$ cat config.mk
export PLATFORM = sky130hd
export DESIGN_NAME = ahb_bus_matrix_arb_rr_burst
export DESIGN_NICKNAME = d
export VERILOG_FILES = /design/src/rtl/ahb_bus_matrix_arb_rr_burst.sv
export SDC_FILE = /design/constraint.sdc
export NUM_CORES = 1
export LEC_CHECK = 0
export ABC_CLOCK_PERIOD_IN_PS = 2900
export BUFFER_PORTS_ARGS = -buffer_cell sky130_fd_sc_hd__clkbuf_2
export CAP_MARGIN = 20
export CELL_PAD_IN_SITES_DETAIL_PLACEMENT = 0
export CELL_PAD_IN_SITES_GLOBAL_PLACEMENT = 1
export CORE_MARGIN = 5
export CORE_UTILIZATION = 41
export DETAILED_ROUTE_END_ITERATION = 6
export PLACE_DENSITY_LB_ADDON = 0.1
export SYNTH_ARGS = -nofsm -noshare
export SYNTH_HDL_FRONTEND = slang
export SYNTH_SLANG_ARGS = --single-unit
$ cat constraint.sdc
create_clock -name HCLK -period 2.9 [get_ports HCLK]
set_input_delay 0.29 -clock HCLK [delete_from_list [all_inputs] [get_ports HCLK]]
set_output_delay 0.29 -clock HCLK [all_outputs]
set_load 0.01 [all_outputs]
$ cat src/rtl/ahb_bus_matrix_arb_rr_burst.sv
// Round-robin arbiter for one AHB bus-matrix output stage.
// Holds the grant across locked sequences and defined-length bursts; re-arbitrates only when HREADYM=1.
module ahb_bus_matrix_arb_rr_burst #(
    parameter int unsigned NUM_PORTS  = 4,
    parameter bit          BURST_HOLD = 1'b1
) (
    input  logic                 HCLK,
    input  logic                 HRESET,
    input  logic [NUM_PORTS-1:0] req_port,
    input  logic                 HREADYM,
    input  logic                 HSELM,
    input  logic [1:0]           HTRANSM,
    input  logic [2:0]           HBURSTM,
    input  logic                 HMASTLOCKM,
    output logic [1:0]           addr_in_port,
    output logic                 no_port,
    output logic                 burst_hold
);

    localparam int unsigned IDX_W = 2;
    localparam int unsigned CNT_W = 4;

    localparam logic [1:0] TRANS_BUSY   = 2'b01;
    localparam logic [1:0] TRANS_NONSEQ = 2'b10;
    localparam logic [1:0] TRANS_SEQ    = 2'b11;

    logic [CNT_W-1:0] beat_cnt;
    logic [CNT_W-1:0] beat_cnt_nxt;
    logic [IDX_W-1:0] last_grant;
    logic [IDX_W-1:0] last_grant_nxt;
    logic [IDX_W-1:0] addr_nxt;
    logic [IDX_W-1:0] cand;
    logic             no_port_nxt;
    logic             hold_next;
    logic             hit;

    // Beats remaining in the current defined-length burst
    always_comb begin
        beat_cnt_nxt = beat_cnt;
        if (HREADYM) begin
            if (!BURST_HOLD) begin
                beat_cnt_nxt = '0;
            end else if (HSELM && (HTRANSM == TRANS_NONSEQ)) begin
                case (HBURSTM)
                    3'b010, 3'b011: beat_cnt_nxt = CNT_W'(3);
                    3'b100, 3'b101: beat_cnt_nxt = CNT_W'(7);
                    3'b110, 3'b111: beat_cnt_nxt = CNT_W'(15);
                    default:        beat_cnt_nxt = '0;
                endcase
            end else if ((HTRANSM == TRANS_SEQ) && (beat_cnt != '0)) begin
                beat_cnt_nxt = beat_cnt - CNT_W'(1);
            end else if (HTRANSM == TRANS_BUSY) begin
                beat_cnt_nxt = beat_cnt;
            end else begin
                beat_cnt_nxt = '0;
            end
        end
    end

    assign hold_next = (beat_cnt_nxt != '0) | HMASTLOCKM;

    // Grant selection: keep the owner while holding, else search from last_grant+1
    always_comb begin
        addr_nxt       = addr_in_port;
        last_grant_nxt = last_grant;
        no_port_nxt    = no_port;
        hit            = 1'b0;
        cand           = '0;
        if (HREADYM && !(hold_next && !no_port)) begin
            for (int unsigned i = 1; i <= NUM_PORTS; i++) begin
                cand = IDX_W'((32'(last_grant) + i) % NUM_PORTS);
                if (!hit && req_port[cand]) begin
                    hit      = 1'b1;
                    addr_nxt = cand;
                end
            end
            if (hit) begin
                no_port_nxt    = 1'b0;
                last_grant_nxt = addr_nxt;
            end else begin
                no_port_nxt = 1'b1;
            end
        end
    end

    always_ff @(posedge HCLK) begin
        if (HRESET) begin
            addr_in_port <= '0;
            no_port      <= 1'b1;
            burst_hold   <= 1'b0;
            last_grant   <= IDX_W'(NUM_PORTS - 1);
            beat_cnt     <= '0;
        end else begin
            beat_cnt <= beat_cnt_nxt;
            if (HREADYM) begin
                addr_in_port <= addr_nxt;
                no_port      <= no_port_nxt;
                last_grant   <= last_grant_nxt;
                burst_hold   <= (beat_cnt_nxt != '0);
            end
        end
    end

endmodule
==> run_results.csv <==
group,metric,value,unit
power,p_leak,0.3907,nW
layout,diodes,0,
synthesis,yosys_warnings,0,
routing,totalWireLength,2111,um
synthesis,netlist_instances,106,
global_route,gr-total-overflow,0,
worst_setup_path,critPathKind,"register to register",
timing,hold_violations,0,
layout,nFillCells,201,
global_route,grt_pass1_vias,822,
floorplanning,die-area,3097,um2
floorplanning,num_rows,16,
floorplanning,initial_core_util,43.12,%
synthesis,ys.flop_type,"dfxtp_1",
worst_setup_path,critPathLaunchType,"register",
layout,drive_gt1_share,23.73,%
synthesis,syn_avg_cell_area,8.062,um2
worst_setup_path,cp.arrival,2.35,ns
layout,area_growth,13.76,%
floorplanning,fp.dieW,55.66,um
worst_setup_path,r2r_start,"beat_cnt[0]",
timing,tns,0,ns
global_route,grt_pass1_wl,3795,um
clock_network,path_clk_slew,0.08,ns
routing,wire_per_inst,14.56,um
synthesis,async_flop_share,0,%
clock_network,cts_max_level,1,
power,pwr_density_cell,437.0,nW/um2
clock_network,post_cts_buffers,0,
routing,drcViolationCount,0,
synthesis,ys_ff_latch,10,
clock_network,post_cts_resized,0,
global_route,grt.total_usage,14.95,%
global_route,grt_max_degree,18,
placement,hpwl,1554,um
routing,vias,864,
synthesis,syn_nets,121,
clock_network,clock_path_buffers,2,
floorplanning,io_pins,18,
synthesis,synth_top_cell_area_share,23.43,%
placement,place_inst,141,
synthesis,synth-edff-count,0,
clock_network,cts_root_buffer,"clkbuf_4",
routing,vias_per_cell,5.959,
clock_network,cts_inserted_buffers,3,
synthesis,yosys.area.top_type,"dfxtp_1",
routing,drt_iter0_drc,10,
layout,instances_no_fill,145,
timing,grt_setup_unrepaired,"no",
layout,multiInputGateArea,606.8,um2
synthesis,syn_area,854.6,um2
placement,pre_cts_slack,0.7657,ns
hold_path,hold_path.class,"primary input to register",
layout,regArea,200.2,um2
clock_network,insertion_delay,0.27,ns
timing,drv_slew,0,
hold_path,hold_path_depth,2,
timing,fin_ws,0.7454,ns
global_route,antenna_found_initial,0,
hold_path,min-delay-start,"HRESET",
floorplanning,die_h,55.66,um
synthesis,synth_common_cells,"11 x nor2_1, 10 x dfxtp_1, 6 x clkbuf_1",
worst_setup_path,critPathRequiredTime,3.10,ns
timing,skew,0.01076,ns
timing,slew_headroom,67.85,%
routing,drtAntennaViolNets,0,
timing,fmax,464.1,MHz
timing,fin_crit_sh,74.30,%
job,cap_violations,0,
clock_network,cts.sinks,10,
clock_network,cts_tree,"done",
power,peakVddDrop,0.0003338,V
timing,tightest_slew,0.4778,ns
layout,fin_nets,134,
placement,place_congestion,0.8335,
timing,period_minus_slack,2.155,ns
clock_network,ctsHoldBuffers,0,
status,status,"finished clean",
synthesis,yosysSeqAreaShare,23.43,%
timing,finalSetupViolCount,0,
floorplanning,core,1982,um2
routing,dr.pass1.iters,4,
worst_setup_path,end_kind,"register",
worst_setup_path,crit_path_max_fanout,5,
synthesis,post-synth-top-count-cell,"nor2_1",
worst_setup_path,ff2ff_path_depth,7,
placement,port_buffers,16,
synthesis,ys_types,46,
worst_setup_path,crit_start,"beat_cnt[0]",
synthesis,synthTopCellsByArea,"dfxtp_1 23%, nor2_1 4.8%, mux2i_1 4.7%",
layout,utilization,49.05,%
## path summary, 6_finish.rpt
| kind | slack (ns) | end |
|---|---|---|
| max | 0.75 | last_grant[1] |
| min | 0.38 | burst_hold |
| max reg2reg | 0.75 | last_grant[1] |
| min reg2reg | 0.50 | burst_hold |
## power by group
| part | leakage, nW | switching (W) | internal, W |
|---|---|---|---|
| clock network | 0.0210 | 0.0000538 | 0.0000763 |
| registers | 0.0825 | 0.0000189 | 0.000150 |
| logic | 0.287 | 0.0000660 | 0.0000599 |
| total | 0.391 | 0.000139 | 0.000286 |
## routing by layer
metal  up-vias  part of all wire [%]  global-route usage, %
met5         -                     0                      0
met4         0                  0.57                  3.472
met3         2                   4.5                  4.408
met2        17                    45                  23.99
met1       411                    50                  19.58
li1        434                     -                      -
## layout make-up
class	count	area share, %
Multi-Input combinational cell	84	62.42
Sequential cell	10	20.59
Timing Repair Buffer	16	8.237
Clock buffer	4	3.732
Tap cell	27	3.475
Inverter	4	1.544
## stage by stage
step	area (um2)	hold slack, ns	total power [W]
2_1_floorplan	854.6	0.4505	0.0002627
3_3_place_gp	935.9	0.4871	0.0002951
3_5_place_dp	935.9	0.4960	0.0002967
4_1_cts	972.2	0.3748	0.0004290
5_1_grt	972.2	0.4070	0.0004576
6_report	972.2	0.3781	0.0004248
## worst max-delay path, stage by stage (launching register included)
cell and delay (ns):
dfxtp_1 0.44, inv_1 0.10, ha_1 0.25, or3b_1 0.36, mux2i_1 0.27, and4b_1 0.25
a21oi_2 0.22, mux2i_1 0.20
## flip-flops by register name, indices dropped and copies added (netlist names)
register,cells
beat_cnt,4
last_grant,2
burst_hold,1
no_port,1
addr_in_port,2
## placed cells by master (no fill, tap or decap), types with 2 or more instances in the layout
master      n
inv_1       4
or2_2       2
a21boi_0    2
a221oi_1    3
nor2_1     11
nand3b_1    2
a21oi_1     5
o221ai_1    3
a211oi_1    3
clkbuf_2   16
mux2i_1     4
and4b_1     2
a311oi_1    2
nor3b_1     2
clkbuf_4    3
nand2_1     5
o21a_1      2
dfxtp_1    10
nor2b_1     5
nor3_1      3
nor4_1      2
o2bb2ai_1   2
## cells by family after synthesis
| group | count (synthesis) | synth area share [%] |
|---|---|---|
| and+or+nand+nor | 43 | 31.48 |
| AOI/OAI and AO/OA | 35 | 32.07 |
| buffers and inverters | 12 | 5.563 |
| DFF | 10 | 23.43 |
| muxes | 5 | 6.003 |
| adders and majority gates | 1 | 1.464 |
Note: power is estimated with default switching activity, not from simulation.
